$ cat config.mk
export PLATFORM = sky130hd
export DESIGN_NAME = svc_sram_rd_ctrl_flat
export DESIGN_NICKNAME = d
export VERILOG_FILES = /design/src/rtl/svc_sram_rd_ctrl_if.sv /design/src/rtl/svc_sram_rd_ctrl.sv /design/src/flat_wrapper.sv
export SDC_FILE = /design/constraint.sdc
export NUM_CORES = 1
export LEC_CHECK = 0
export BUFFER_PORTS_ARGS = -buffer_cell sky130_fd_sc_hd__buf_2
export CELL_PAD_IN_SITES_DETAIL_PLACEMENT = 0
export CELL_PAD_IN_SITES_GLOBAL_PLACEMENT = 1
export CORE_ASPECT_RATIO = 1.5
export CORE_UTILIZATION = 44
export DETAILED_ROUTE_END_ITERATION = 10
export HOLD_SLACK_MARGIN = 0.08
export MAX_ROUTING_LAYER = met4
export PLACE_DENSITY = 0.86
export SLEW_MARGIN = 20
export SYNTH_ARGS = -nofsm -noshare
export SYNTH_HDL_FRONTEND = slang
export SYNTH_SLANG_ARGS = --single-unit
$ cat constraint.sdc
create_clock -name clk -period 7.2 [get_ports clk]
set_clock_uncertainty 0.2 [all_clocks]
set_input_delay 0.72 -clock clk [delete_from_list [all_inputs] [get_ports clk]]
set_output_delay 0.72 -clock clk [all_outputs]
set_load 0.01 [all_outputs]
$ cat src/rtl/svc_sram_rd_ctrl_if.sv
`timescale 1ns / 1ps
`default_nettype none
// ============================================================================
// Module   : svc_sram_rd_ctrl_if
// Purpose  : Groups the SRAM read command stream and the read response stream
//            of svc_sram_rd_ctrl.
// Signals  : sram_rd_cmd_valid/ready/addr - read command (valid/ready)
//            sram_resp_rd_valid/ready/data - read response (valid/ready)
// Modports : master - produces commands, consumes responses
//            slave  - consumes commands, produces responses (the controller)
// Revision : 1.0 - initial release
// ============================================================================
interface svc_sram_rd_ctrl_if #(
  parameter int SRAM_ADDR_WIDTH = 20,
  parameter int SRAM_DATA_WIDTH = 16
);
  logic                       sram_rd_cmd_valid;
  logic                       sram_rd_cmd_ready;
  logic [SRAM_ADDR_WIDTH-1:0] sram_rd_cmd_addr;
  logic                       sram_resp_rd_valid;
  logic                       sram_resp_rd_ready;
  logic [SRAM_DATA_WIDTH-1:0] sram_resp_rd_data;

  modport master (
    output sram_rd_cmd_valid, sram_rd_cmd_addr, sram_resp_rd_ready,
    input  sram_rd_cmd_ready, sram_resp_rd_valid, sram_resp_rd_data
  );

  modport slave (
    input  sram_rd_cmd_valid, sram_rd_cmd_addr, sram_resp_rd_ready,
    output sram_rd_cmd_ready, sram_resp_rd_valid, sram_resp_rd_data
  );
endinterface
`default_nettype wire

$ cat src/rtl/svc_sram_rd_ctrl.sv
`timescale 1ns / 1ps
`default_nettype none
// ============================================================================
// Module   : svc_sram_rd_ctrl
// Purpose  : Drives the read pins of an external asynchronous SRAM. Each
//            accepted command holds its address on the pins for RD_WAIT
//            cycles, samples the data bus on the last edge and pushes it
//            into a small in-order response FIFO. Back-to-back commands are
//            chained without an idle gap on ce_n/oe_n.
// Ports    : clk, rst_n          - clock, asynchronous active-low reset
//            rd_if (slave)       - command stream in, response stream out
//            sram_io_addr_o      - registered SRAM address pins
//            sram_io_data_i      - SRAM data pins (read only)
//            sram_io_ce_n_o      - chip enable, active low, registered
//            sram_io_oe_n_o      - output enable, active low, registered
//            sram_io_we_n_o      - write enable, tied inactive
// Revision : 1.0 - initial release
// ============================================================================
module svc_sram_rd_ctrl #(
  parameter int SRAM_ADDR_WIDTH = 20,
  parameter int SRAM_DATA_WIDTH = 16,
  parameter int RD_WAIT         = 2,
  parameter int RESP_DEPTH      = 2
) (
  input  wire logic                       clk,
  input  wire logic                       rst_n,
  svc_sram_rd_ctrl_if.slave               rd_if,
  output logic [SRAM_ADDR_WIDTH-1:0]      sram_io_addr_o,
  input  wire logic [SRAM_DATA_WIDTH-1:0] sram_io_data_i,
  output logic                            sram_io_ce_n_o,
  output logic                            sram_io_oe_n_o,
  output logic                            sram_io_we_n_o
);

  localparam int CNT_W  = $clog2(RD_WAIT + 1);
  localparam int FCNT_W = $clog2(RESP_DEPTH + 1);
  localparam int PTR_W  = $clog2(RESP_DEPTH);

  localparam logic [CNT_W-1:0]  CNT_LOAD  = CNT_W'(RD_WAIT);
  localparam logic [CNT_W-1:0]  CNT_ONE   = CNT_W'(1);
  localparam logic [FCNT_W-1:0] FCNT_ONE  = FCNT_W'(1);
  localparam logic [FCNT_W:0]   DEPTH_EXT = (FCNT_W + 1)'(RESP_DEPTH);
  localparam logic [PTR_W-1:0]  PTR_ONE   = PTR_W'(1);

  typedef enum logic [0:0] {
    ST_IDLE   = 1'b0,
    ST_ACCESS = 1'b1
  } state_e;

  // --------------------------------------------------------------------------
  // Registers
  // --------------------------------------------------------------------------
  state_e                     state_q;
  logic [CNT_W-1:0]           cnt_q;
  logic [SRAM_ADDR_WIDTH-1:0] addr_q;
  logic                       ce_n_q;
  logic                       oe_n_q;
  logic                       live_q;   // low until the first edge after reset release

  logic [SRAM_DATA_WIDTH-1:0] mem_q [RESP_DEPTH];
  logic [PTR_W-1:0]           wr_ptr_q;
  logic [PTR_W-1:0]           rd_ptr_q;
  logic [FCNT_W-1:0]          fifo_cnt_q;
  logic [FCNT_W-1:0]          fifo_cnt_d;

  // --------------------------------------------------------------------------
  // Credit / handshake logic
  // --------------------------------------------------------------------------
  logic             last_cyc;
  logic             inflight;
  logic             push;
  logic             pop;
  logic             space;
  logic             cmd_ready;
  logic             cmd_fire;
  logic [FCNT_W:0]  occupancy;

  assign inflight = (state_q == ST_ACCESS);
  assign last_cyc = inflight && (cnt_q == CNT_ONE);
  assign push     = last_cyc;
  assign pop      = rd_if.sram_resp_rd_valid && rd_if.sram_resp_rd_ready;

  // Slots committed after this edge: stored words plus the read in progress,
  // minus the word leaving now. pop implies fifo_cnt_q >= 1, so no underflow.
  // The pop term deliberately gives a combinational ready->ready path so a
  // full FIFO can accept a new command in the same cycle it is drained.
  assign occupancy = {1'b0, fifo_cnt_q}
                   + {{FCNT_W{1'b0}}, inflight}
                   - {{FCNT_W{1'b0}}, pop};
  assign space     = (occupancy < DEPTH_EXT);

  assign cmd_ready = live_q && space && ((state_q == ST_IDLE) || last_cyc);
  assign cmd_fire  = rd_if.sram_rd_cmd_valid && cmd_ready;

  // --------------------------------------------------------------------------
  // Access FSM with registered pin outputs
  // --------------------------------------------------------------------------
  always_ff @(posedge clk or negedge rst_n) begin
    if (!rst_n) begin
      state_q <= ST_IDLE;
      cnt_q   <= '0;
      addr_q  <= '0;
      ce_n_q  <= 1'b1;
      oe_n_q  <= 1'b1;
      live_q  <= 1'b0;
    end else begin
      live_q <= 1'b1;
      if (cmd_fire) begin
        // Fresh start from IDLE or a chained reload on the last access cycle;
        // ce_n/oe_n remain asserted across the chain.
        state_q <= ST_ACCESS;
        cnt_q   <= CNT_LOAD;
        addr_q  <= rd_if.sram_rd_cmd_addr;
        ce_n_q  <= 1'b0;
        oe_n_q  <= 1'b0;
      end else if (last_cyc) begin
        // Address pins keep their last value while idle.
        state_q <= ST_IDLE;
        cnt_q   <= '0;
        ce_n_q  <= 1'b1;
        oe_n_q  <= 1'b1;
      end else if (state_q == ST_ACCESS) begin
        cnt_q <= cnt_q - CNT_ONE;
      end
    end
  end

  // --------------------------------------------------------------------------
  // Response FIFO
  // --------------------------------------------------------------------------
  always_comb begin
    fifo_cnt_d = fifo_cnt_q;
    if (push && !pop) begin
      fifo_cnt_d = fifo_cnt_q + FCNT_ONE;
    end else if (!push && pop) begin
      fifo_cnt_d = fifo_cnt_q - FCNT_ONE;
    end
  end

  // Storage is cleared on reset so the response data bus reads zero while
  // the FIFO is empty after reset. Pointers wrap naturally (power-of-two depth).
  always_ff @(posedge clk or negedge rst_n) begin
    if (!rst_n) begin
      for (int i = 0; i < RESP_DEPTH; i++) begin
        mem_q[i] <= '0;
      end
      wr_ptr_q   <= '0;
      rd_ptr_q   <= '0;
      fifo_cnt_q <= '0;
    end else begin
      if (push) begin
        mem_q[wr_ptr_q] <= sram_io_data_i;
        wr_ptr_q        <= wr_ptr_q + PTR_ONE;
      end
      if (pop) begin
        rd_ptr_q <= rd_ptr_q + PTR_ONE;
      end
      fifo_cnt_q <= fifo_cnt_d;
    end
  end

  // --------------------------------------------------------------------------
  // Outputs
  // --------------------------------------------------------------------------
  assign rd_if.sram_rd_cmd_ready  = cmd_ready;
  assign rd_if.sram_resp_rd_valid = (fifo_cnt_q != '0);
  assign rd_if.sram_resp_rd_data  = mem_q[rd_ptr_q];

  assign sram_io_addr_o = addr_q;
  assign sram_io_ce_n_o = ce_n_q;
  assign sram_io_oe_n_o = oe_n_q;
  assign sram_io_we_n_o = 1'b1;

endmodule
`default_nettype wire

$ cat src/flat_wrapper.sv
// flat-port wrapper written by rule: the top's interface ports become plain ports
module svc_sram_rd_ctrl_flat 
#(
  parameter int SRAM_ADDR_WIDTH = 20,
  parameter int SRAM_DATA_WIDTH = 16,
  parameter int RD_WAIT         = 2,
  parameter int RESP_DEPTH      = 2
)
  (clk, rst_n, sram_io_addr_o, sram_io_data_i, sram_io_ce_n_o, sram_io_oe_n_o, sram_io_we_n_o, rd_if_sram_rd_cmd_valid, rd_if_sram_rd_cmd_addr, rd_if_sram_resp_rd_ready, rd_if_sram_rd_cmd_ready, rd_if_sram_resp_rd_valid, rd_if_sram_resp_rd_data);
  svc_sram_rd_ctrl_if #(.SRAM_ADDR_WIDTH(SRAM_ADDR_WIDTH), .SRAM_DATA_WIDTH(SRAM_DATA_WIDTH)) rd_if_i ();
  input  wire logic clk;
  input  wire logic rst_n;
  output logic [SRAM_ADDR_WIDTH-1:0] sram_io_addr_o;
  input  wire logic [SRAM_DATA_WIDTH-1:0] sram_io_data_i;
  output logic sram_io_ce_n_o;
  output logic sram_io_oe_n_o;
  output logic sram_io_we_n_o;
  input wire logic [$bits(rd_if_i.sram_rd_cmd_valid)-1:0] rd_if_sram_rd_cmd_valid;
  input wire logic [$bits(rd_if_i.sram_rd_cmd_addr)-1:0] rd_if_sram_rd_cmd_addr;
  input wire logic [$bits(rd_if_i.sram_resp_rd_ready)-1:0] rd_if_sram_resp_rd_ready;
  output wire logic [$bits(rd_if_i.sram_rd_cmd_ready)-1:0] rd_if_sram_rd_cmd_ready;
  output wire logic [$bits(rd_if_i.sram_resp_rd_valid)-1:0] rd_if_sram_resp_rd_valid;
  output wire logic [$bits(rd_if_i.sram_resp_rd_data)-1:0] rd_if_sram_resp_rd_data;
  assign rd_if_i.sram_rd_cmd_valid = rd_if_sram_rd_cmd_valid;
  assign rd_if_i.sram_rd_cmd_addr = rd_if_sram_rd_cmd_addr;
  assign rd_if_i.sram_resp_rd_ready = rd_if_sram_resp_rd_ready;
  assign rd_if_sram_rd_cmd_ready = rd_if_i.sram_rd_cmd_ready;
  assign rd_if_sram_resp_rd_valid = rd_if_i.sram_resp_rd_valid;
  assign rd_if_sram_resp_rd_data = rd_if_i.sram_resp_rd_data;
  svc_sram_rd_ctrl #(.SRAM_ADDR_WIDTH(SRAM_ADDR_WIDTH), .SRAM_DATA_WIDTH(SRAM_DATA_WIDTH), .RD_WAIT(RD_WAIT), .RESP_DEPTH(RESP_DEPTH)) u_core (.clk(clk), .rst_n(rst_n), .rd_if(rd_if_i), .sram_io_addr_o(sram_io_addr_o), .sram_io_data_i(sram_io_data_i), .sram_io_ce_n_o(sram_io_ce_n_o), .sram_io_oe_n_o(sram_io_oe_n_o), .sram_io_we_n_o(sram_io_we_n_o));
endmodule
==> results.py <==
metrics = {
    "power_and_ir_drop": {
        "ir_drop_uv": 259,
        "power.density_nw_per_um2": 463,
        "internal_power_mw": 1.03,
        "p_seq_share_pct": 41.5,
        "power_leakage_nw": 1.63,
        "power_frac_comb_pct": 41.3,
        "p_sw_share_pct": 31.5,
        "clkPwrFrac_pct": 17.2,
        "switchingPower_mw": 0.475,
    },
    "timing": {
        "slew_headroom_pct": 43.7,
        "tightest_slew_ns": 0.844,
        "finalCritPeriodShare_pct": 47.9,
        "hold_violations": 0,
        "rsz0062_at_grt": "false",
        "drv_slew": 0,
        "period_needed_ns": 3.45,
        "finalSetupTns_ns": 0,
        "clock.fmax_mhz": 290,
        "setup_violations": 0,
    },
    "yosys": {
        "synthFlopType": "dfrtp_1",
        "avgSynthCellArea_um2": 15.4,
        "synth_area_um2": 2670,
        "synth.area.top_cells": "dfrtp_1 56%, mux2_2 22%, mux2_4 9.0%",
        "synth-edff-count": 0,
        "synth_common_cells": "60 x dfrtp_1, 52 x mux2_2, 16 x mux2_4",
        "yosysMostFrequentCell": "dfrtp_1",
        "yosysWarnings": 0,
        "syn-instance-count": 173,
        "synth_top_area_share_pct": 56.2,
        "ys_ff_latch": 61,
        "synth_cell_types": 27,
        "synth_top_area_cell": "dfrtp_1",
        "ys_seq_area_share_pct": 57.2,
        "synthArstFlopShare_pct": 100,
    },
    "clocking": {
        "cts_tree": "built",
        "path_clk_slew_ns": 0.06,
        "insertion_delay_ns": 0.33,
        "cts.sinks": 61,
        "cts_resized": 0,
        "cts_buffers": 9,
        "post_cts_buffers": 0,
        "htreeDepth": 3,
        "clockBufferDepth": 2,
        "ctsHoldBuffers": 0,
        "cts_root_buf": "clkbuf_8",
    },
    "worst_setup_path": {
        "crit_required_ns": 6.28,
        "max_stage_delay_ns": 0.50,
        "critPathLaunch": "u_core.fifo_cnt_q[1]",
        "criticalPathCategory": "register to output pin",
        "start_kind": "register",
        "end_kind": "output pin",
        "critical_path_buf_inv_count": 2,
        "worstPathCellList": "or2_2 > nand2_1 > inv_1 > ha_1 > nand2b_1 > fa_1 > nand3_1 > nor2_1 > buf_2",
        "r2r-start": "u_core.fifo_cnt_q[1]",
        "cp.depth": 9,
        "r2r_cells": 10,
        "cp_max_fo": 4,
        "cpMaxStageDelayCell": "fa_1",
        "cpLargestDelayFamily": "adder cells",
        "worstPathArrival_ns": 2.53,
    },
    "floorplan": {
        "dieArea_um2": 6390,
        "core_um2": 5830,
        "die_h_um": 97.4,
        "row_count": 34,
        "die_w_um": 65.6,
        "io_pins": 81,
        "initial_core_util_pct": 45.8,
    },
    "final_layout": {
        "drive_above_1_share_pct": 63.6,
        "final_area_um2": 3260,
        "n_fill_cell": 503,
        "diodes": 0,
        "fin_util_pct": 55.9,
        "fin_nets": 299,
        "syn2layout_area_growth_pct": 21.9,
    },
    "global_routing": {
        "antenna_found_initial": 0,
        "grt_pass1_wl_um": 7720,
        "grt_overflow": 0,
        "grt_pass1_vias": 1702,
        "track_usage_pct": 16.6,
        "grt_max_degree": 62,
    },
    "place": {
        "gp_congestion": 0.677,
        "dp_hpwl_um": 3070,
        "numPortBuffers": 79,
        "place_area_um2": 3090,
    },
    "min_path": {
        "holdPathStages": 1,
        "min_from": "u_core.cnt_q[0]",
        "holdCritPathClass": "register to register",
    },
    "run": {
        "maxCapViolCount": 0,
    },
    "routing": {
        "ant_nets": 0,
        "drc": 0,
        "totalWireLength_um": 4580,
        "drt-wirelength-per-cell_um": 13.9,
        "via_per_inst": 4.90,
        "drtIter0Drc": 64,
        "via_count": 1618,
        "dr.pass1.iters": 3,
    },
    "status": {
        "status": "complete, no violations",
    },
}
==> flip-flops by register name, summed over array words and instances (netlist names) <==
name	count
u_core.cnt_q	2
u_core.rd_ptr_q	1
u_core.inflight	1
u_core.live_q	1
u_core.wr_ptr_q	1
u_core.fifo_cnt_q	2
u_core.sram_io_ce_n_o	1
u_core.sram_io_addr_o	20
u_core.mem_q	32
==> power groups by stage <==
stage	clock [mW]	combinational, mW	sequential [mW]
floorplan	0	0.448	0.623
global placement	0	0.617	0.628
detailed placement	0	0.633	0.633
CTS	0.269	0.634	0.630
global route	0.283	0.679	0.651
finish	0.259	0.622	0.627
==> worst paths after layout <==
path | end | slack [ns]
worst max-delay path | rd_if_sram_rd_cmd_ready | 3.75
worst min-delay path | u_core.cnt_q[0] | 0.26
worst max register to register | u_core.sram_io_addr_o[8] | 3.85
worst min register to register | u_core.cnt_q[0] | 0.26
max in group asynchronous | u_core.mem_q[25] | 5.96
min in group asynchronous | u_core.fifo_cnt_q[1] | 0.34
==> stage by stage <==
stage | hold slack (ns) | cells | worst slack [ns] | power [mW]
floorplan | 0.224 | 174 | 3.92 | 1.07
global placement | 0.260 | 316 | 3.85 | 1.24
detailed placement | 0.264 | 316 | 3.80 | 1.27
CTS | 0.273 | 330 | 3.72 | 1.53
global route | 0.286 | 330 | 3.56 | 1.61
finish | 0.262 | 330 | 3.75 | 1.51
==> area by class of cell <==
type / count / area (um2) / area share, %
flip-flops and latches: 61 / 1530 / 46.9
multi-input cells: 97 / 1040 / 32.1
repair buffers: 81 / 410 / 12.6
clock buffers: 12 / 155 / 4.77
well taps: 72 / 90.1 / 2.77
inverters: 5 / 18.8 / 0.576
clock inverters: 2 / 10.0 / 0.307
==> cells in the final DEF (no fill, tap or decap), drive strengths merged <==
cell type | synthesis | final
buf | 10 | 81
mux2 | 68 | 68
dfrtp | 60 | 60
clkbuf | 1 | 12
inv | 5 | 5
nand2 | 4 | 4
xor2 | 4 | 4
nand2b | 3 | 3
ha | 3 | 3
nor2 | 2 | 2
xnor2 | 2 | 2
conb | 1 | 2
clkinv | 0 | 2
or2 | 1 | 1
nand3 | 1 | 1
and2 | 1 | 1
or4b | 1 | 1
o21a | 1 | 1
o221ai | 1 | 1
nor2b | 1 | 1
o2bb2ai | 1 | 1
fa | 1 | 1
dfstp | 1 | 1
==> worst reg2reg max path: cells and delay by family, from the launching register on <==
kind                     cells  cell delay, ns
AND/OR/NAND/NOR              5            1.14
buffers and inverters        2            0.34
multiplexers                 1            0.34
adder cells (fa/ha/maj)      2            0.78
flip-flops                   1            0.44
==> layer usage <==
| layer | GRT usage (%) | share of wire [%] |
|---|---|---|
| met2 | 25.9 | 51 |
| met5 | - | 0 |
| met1 | 19.7 | 42 |
| met3 | 2.82 | 4.3 |
| met4 | 9.53 | 2.8 |
==> logic make-up (layout without fill, tap and decap cells) <==
kind of cell	Yosys count	in the layout	synth area share, %
muxes	68	68	30.9
AOI/OAI and AO/OA	3	3	0.937
buffers and inverters	16	100	3.89
xor gates and xnor gates	6	6	1.97
DFF	61	61	57.2
adders and majority gates	4	4	2.15
and+or+nand+nor	14	14	2.81
other	1	2	0.140
(Power assumes the default switching activity.)
